### config.mk
export PLATFORM = sky130hd
export DESIGN_NAME = audio_sample_sequencer
export DESIGN_NICKNAME = d
export VERILOG_FILES = /design/src/rtl/audio_seq_pkg.sv /design/src/rtl/sample_tick_gen.sv /design/src/rtl/audio_sample_sequencer.sv
export SDC_FILE = /design/constraint.sdc
export NUM_CORES = 1
export LEC_CHECK = 0
export CAP_MARGIN = 5
export CORE_AREA = 5 5 106 128
export DETAILED_ROUTE_END_ITERATION = 7
export DIE_AREA = 0 0 111 133
export SYNTH_ARGS = -nofsm -noshare
export SYNTH_HDL_FRONTEND = slang
export SYNTH_SLANG_ARGS = --single-unit
### constraint.sdc
create_clock -name sysclk -period 2.3 [get_ports sysclk]
set_clock_uncertainty 0.15 [all_clocks]
set_input_delay 0.575 -clock sysclk [delete_from_list [all_inputs] [get_ports sysclk]]
set_output_delay 0.575 -clock sysclk [all_outputs]
set_load 0.005 [all_outputs]
### src/rtl/audio_seq_pkg.sv
// Shared types and widths for the audio sample sequencer.
// Sample width, frame-counter width and the per-frame FSM state encoding.
package audio_seq_pkg;

    localparam int SAMPLE_W = 10;
    localparam int CNT_W    = 16;

    typedef enum logic [2:0] {
        ST_IDLE,
        ST_ADC_REQ,
        ST_ADC_WAIT,
        ST_PROC_REQ,
        ST_PROC_WAIT,
        ST_DAC_LOAD
    } seq_state_t;

endpackage

### src/rtl/sample_tick_gen.sv
// Sample-period counter: counts 0..DIV-1 while enabled and flags the last count.
// Disabling holds the count at 0 so the next period starts cleanly on re-enable.
module sample_tick_gen
    import audio_seq_pkg::*;
#(
    parameter int DIV = 5000
) (
    input  logic sysclk,
    input  logic rst_n,
    input  logic enable,
    output logic tick
);

    localparam logic [CNT_W-1:0] LAST_CNT = CNT_W'(DIV - 1);

    logic [CNT_W-1:0] period_cnt;

    always_ff @(posedge sysclk or negedge rst_n) begin
        if (!rst_n) begin
            period_cnt <= '0;
        end else if (!enable || period_cnt == LAST_CNT) begin
            period_cnt <= '0;
        end else begin
            period_cnt <= period_cnt + CNT_W'(1);
        end
    end

    assign tick = enable && (period_cnt == LAST_CNT);

endmodule

### src/rtl/audio_sample_sequencer.sv
// Per-sample frame controller: ADC conversion -> processor handshake -> DAC/PWM load,
// with sticky overrun/timeout flags and a completed-frame counter.
//
//   state        | meaning
//   -------------+---------------------------------------------------------
//   ST_IDLE      | waiting for the next sample tick
//   ST_ADC_REQ   | adc_start pulse; ADC wait timer loaded
//   ST_ADC_WAIT  | waiting for adc_valid or ADC timeout
//   ST_PROC_REQ  | proc_valid pulse with the new sample; proc timer loaded
//   ST_PROC_WAIT | waiting for proc_done or processor timeout
//   ST_DAC_LOAD  | dac_load pulse; frame counted
module audio_sample_sequencer
    import audio_seq_pkg::*;
#(
    parameter int DIV          = 5000,
    parameter int ADC_TIMEOUT  = 1023,
    parameter int PROC_TIMEOUT = 1023
) (
    input  logic                sysclk,
    input  logic                rst_n,
    input  logic                enable,
    input  logic                clr_flags,
    output logic                adc_start,
    input  logic                adc_valid,
    input  logic [SAMPLE_W-1:0] adc_data,
    output logic                proc_valid,
    output logic [SAMPLE_W-1:0] proc_in,
    input  logic                proc_done,
    input  logic [SAMPLE_W-1:0] proc_out,
    output logic                dac_load,
    output logic [SAMPLE_W-1:0] dac_data,
    output logic                overrun,
    output logic                timeout,
    output logic [CNT_W-1:0]    frame_cnt
);

    localparam logic [CNT_W-1:0] ADC_LIMIT  = CNT_W'(ADC_TIMEOUT);
    localparam logic [CNT_W-1:0] PROC_LIMIT = CNT_W'(PROC_TIMEOUT);

    seq_state_t       state;
    seq_state_t       state_next;
    logic             tick;
    logic [CNT_W-1:0] wait_cnt;
    logic [CNT_W-1:0] frame_cnt_q;
    logic             adc_take;
    logic             proc_take;
    logic             tmo_hit;
    logic             ovr_hit;

    sample_tick_gen #(
        .DIV (DIV)
    ) u_tick_gen (
        .sysclk (sysclk),
        .rst_n  (rst_n),
        .enable (enable),
        .tick   (tick)
    );

    always_ff @(posedge sysclk or negedge rst_n) begin
        if (!rst_n) begin
            state <= ST_IDLE;
        end else begin
            state <= state_next;
        end
    end

    // A handshake arriving on the terminal count takes priority over the timeout.
    always_comb begin
        state_next = state;
        adc_take   = 1'b0;
        proc_take  = 1'b0;
        tmo_hit    = 1'b0;
        case (state)
            ST_IDLE:      if (tick) state_next = ST_ADC_REQ;
            ST_ADC_REQ:   state_next = ST_ADC_WAIT;
            ST_ADC_WAIT: begin
                if (adc_valid) begin
                    adc_take   = 1'b1;
                    state_next = ST_PROC_REQ;
                end else if (wait_cnt == '0) begin
                    tmo_hit    = 1'b1;
                    state_next = ST_DAC_LOAD;
                end
            end
            ST_PROC_REQ:  state_next = ST_PROC_WAIT;
            ST_PROC_WAIT: begin
                if (proc_done) begin
                    proc_take  = 1'b1;
                    state_next = ST_DAC_LOAD;
                end else if (wait_cnt == '0) begin
                    tmo_hit    = 1'b1;
                    state_next = ST_DAC_LOAD;
                end
            end
            ST_DAC_LOAD:  state_next = ST_IDLE;
            default:      state_next = ST_IDLE;
        endcase
    end

    assign ovr_hit = tick && (state != ST_IDLE);

    always_ff @(posedge sysclk or negedge rst_n) begin
        if (!rst_n) begin
            wait_cnt <= '0;
        end else if (state == ST_ADC_REQ) begin
            wait_cnt <= ADC_LIMIT;
        end else if (state == ST_PROC_REQ) begin
            wait_cnt <= PROC_LIMIT;
        end else if ((state == ST_ADC_WAIT || state == ST_PROC_WAIT) && wait_cnt != '0) begin
            wait_cnt <= wait_cnt - CNT_W'(1);
        end
    end

    // Strobes are decoded from the next state so they line up with the state itself.
    always_ff @(posedge sysclk or negedge rst_n) begin
        if (!rst_n) begin
            adc_start   <= 1'b0;
            proc_valid  <= 1'b0;
            dac_load    <= 1'b0;
            proc_in     <= '0;
            dac_data    <= '0;
            overrun     <= 1'b0;
            timeout     <= 1'b0;
            frame_cnt_q <= '0;
        end else begin
            adc_start   <= (state_next == ST_ADC_REQ);
            proc_valid  <= (state_next == ST_PROC_REQ);
            dac_load    <= (state_next == ST_DAC_LOAD);
            frame_cnt_q <= frame_cnt_q + CNT_W'(dac_load);
            if (adc_take) begin
                proc_in <= adc_data;
            end
            if (proc_take) begin
                dac_data <= proc_out;
            end
            if (ovr_hit) begin
                overrun <= 1'b1;
            end else if (clr_flags) begin
                overrun <= 1'b0;
            end
            if (tmo_hit) begin
                timeout <= 1'b1;
            end else if (clr_flags) begin
                timeout <= 1'b0;
            end
        end
    end

    assign frame_cnt = frame_cnt_q;

endmodule

==> summary.md <==
| Metric | Value |
|---|---|
| Die H | `roughly 130 um` |
| TritonCTS Buffers | `9` |
| Die Footprint | `approximately 0.015 mm2` |
| Final Instance Area | `~0.0048 mm2` |
| Worst Tran Pin Value | `around 570 ps` |
| H-tree depth | `3` |
| Worst hold path type | `in -> async` |
| Worst Reg-to-Reg Cells | `5` |
| Post-route minimum period | `between 2000 and 2500 ps` |
| Vias | `around 2.7k` |
| Max Root-Sink Buffers | `2` |
| Inserted Diodes | `0` |
| # IOs | `67` |
| Hold-fix buffers, CTS | `0` |
| Placed cell areas | `0.00453 mm2` |
| Cell variety after synth | `51` |
| CTS root buffer | `clkbuf_16` |
| WP buf/inv | `0` |
| CP Capture Type | `register` |
| Slew Limit Fails | `0` |
| CTS sink cnt | `76` |
| WP depth | `5` |
| Synth warn | `0` |
| Clock-pin slew on the worst setup and hold paths | `60 ps` |
| Kind of critical path | `reg -> reg` |
| Routed len/inst | `~14 um` |
| MaxCap Viol Count | `0` |
| Worst Path Max Fanout | `6` |
| Setup WS pre-CTS | `between 20 and 30 ps` |
| Worst skew pair latency | `~330 ps` |
| Resize count post-CTS | `0` |
| Initial antenna violation count | `0` |
| GP Congestion | `~0.8` |
| Via/cell ratio | `approximately 4.8` |
| Drt first pass iters | `4` |
| # DRC | `0` |
| Postcts setup bufs | `0` |
| VDD IR max | `slightly below 0.4 mV` |
| Unrepaired setup endpoints after global routing | `false` |
| CP max-delay cell | `nor4_2` |
| Global-route wire length before repair | `13500 um` |
| Pwr/cell area | `between 600 and 700 mW/mm2` |
| Tot GR Track Use | `0.111` |
| Endpoints failing hold | `0` |
| Final wirelength | `7820 um` |
| I/O Buffers | `66` |
| CTS tree | `built` |
| Post-Syn Area | `approximately 0.0036 mm2` |
| F_max | `just under 0.5 GHz` |
| Syn Inst Count | `around 320` |
| Status | `finished, final reports clean` |
| Initial Util | `0.291` |
| Most used DFF post-synth | `dfrtp_1` |
| Setup Viol. Count Final | `0` |
| Largest stage delay, worst path | `between 400 and 500 ps` |
| CP required | `2400 ps` |
| Horiz. Die Dim | `~110 um` |
| Crit path max-delay family | `simple AND/OR/NAND/NOR gates` |
| Worst setup SP type | `register` |
| Syn Nets | `between 300 and 400` |
| Number of synthesized flops with an enable pin | `0` |
| Number of global-route vias before repair | `2767` |
| Area Growth Syn to Fin | `34.9%` |
| Setup_tns | `0 ps` |
| Post-DP HPWL | `a little under 6000 um` |
| Synthesized area per cell | `11.3 um2` |
| Starting DRT DRC Count | `109` |
| Core area | `0.0123 mm2` |
| Cell Chain, Critical Path | `ha_1, nand4bb_1, nor4_2, o2bb2a_4, a22oi_2` |
| Largest net degree at the start of global routing | `42` |
| Arrival @ worst endpoint | `2170 ps` |
| Pleak | `~0.0022 uW` |
| Row cnt | `45` |
| Final Util | `0.393` |
| Worst setup margin | `roughly 230 ps` |
| Post-synth ARST share | `1.00` |
| Sequential area share after synthesis | `0.529` |
| Final period util | `0.901` |
| Max transition margin | `0.623` |
| Seq cells post-synth | `76` |
| Share of layout cells above drive strength 1 | `0.175` |
| Final Net Count | `~430` |
| Overflow after GRT | `0` |
| Final ANT Viol Nets | `0` |
placed cells by master (no fill, tap or decap), drive strengths merged, types with 4 or more instances in the layout:
master and count:
buf 14, dfrtp 76, nand4 12, inv 9
xnor2 11, or3 5, xor2 16, or4 6
clkdlybuf4s50 65, nor2 28, nor3 11, mux2 20
ha 4, nand2 20, and4 7, a21oi 5
mux2i 7, nor4 5, clkbuf 11, nand3 20
and3 4, o21ai 7
power breakdown:
part	internal, uW	leakage [uW]	switching, uW
logic	51.2	0.000956	45.3
clock network	973	0.000156	520
registers	1340	0.00105	7.33
total	2370	0.00217	573
stage by stage:
stage	hold slack [ps]	std cells	power [uW]
after floorplan	129	317	1390
after global placement	314	550	1470
after detailed placement	334	550	1470
after CTS	81.0	565	2980
after global routing	114	565	3050
final	64.5	565	2940
worst paths after layout:
check,from,slack (ps),to
max in group asynchronous,rst_n,1360,wait_cnt[5]
worst min register to register,frame_cnt[15],340,frame_cnt[15]
worst max register to register,u_tick_gen.period_cnt[0],230,dac_load
worst min-delay path,rst_n,60,frame_cnt[4]
worst max-delay path,u_tick_gen.period_cnt[0],230,dac_load
min in group sysclk,frame_cnt[15],340,frame_cnt[15]
registers in the layout, indices dropped and copies added (netlist names):
signal / flops
adc_start: 1
proc_valid: 1
dac_load: 1
wait_cnt: 16
timeout: 1
overrun: 1
state: 3
dac_data: 10
frame_cnt: 16
u_tick_gen.period_cnt: 16
proc_in: 10
per-layer routing:
metal	share of wire	global-route usage	vias up	wire length (um)
met2	0.50	0.186	55	3910
met3	0.051	0.0306	8	399
met1	0.44	0.135	1354	3420
met4	0.012	0.0459	0	92
met5	0	0	-	0
li1	-	-	1308	-
cell type report:
cell class                      count  area [um2]
Clock inverter                      4        73.8
Inverter                            9        33.8
Multi-Input combinational cell    222        1620
Tap cell                          164         205
Sequential cell                    76        1900
Clock buffer                       11         243
Timing Repair Buffer               79         768
Fill cell                        1170        7490
synth_stat cells, types with 6 or more instances:
master    n  area share
and4_1    6       0.015
dfrtp_1  76        0.53
inv_1     9      0.0094
mux2_2   20       0.063
mux2i_1   7       0.020
nand2_1  20       0.021
nand3_1  20       0.028
nand4_1  12       0.021
nor2_1   18       0.019
nor2_2   10       0.017
nor3_1   11       0.015
xnor2_1  11       0.027
xor2_1   16       0.039
kinds of logic after synthesis:
family	Yosys count	share of synthesized area
simple gates	134	0.220
compound gates	30	0.0651
flops	76	0.529
xor+xnor	27	0.0658
mux	27	0.0822
fa+ha+maj	4	0.0139
buf+inv	19	0.0233
Power figures use the tool's default switching activity.
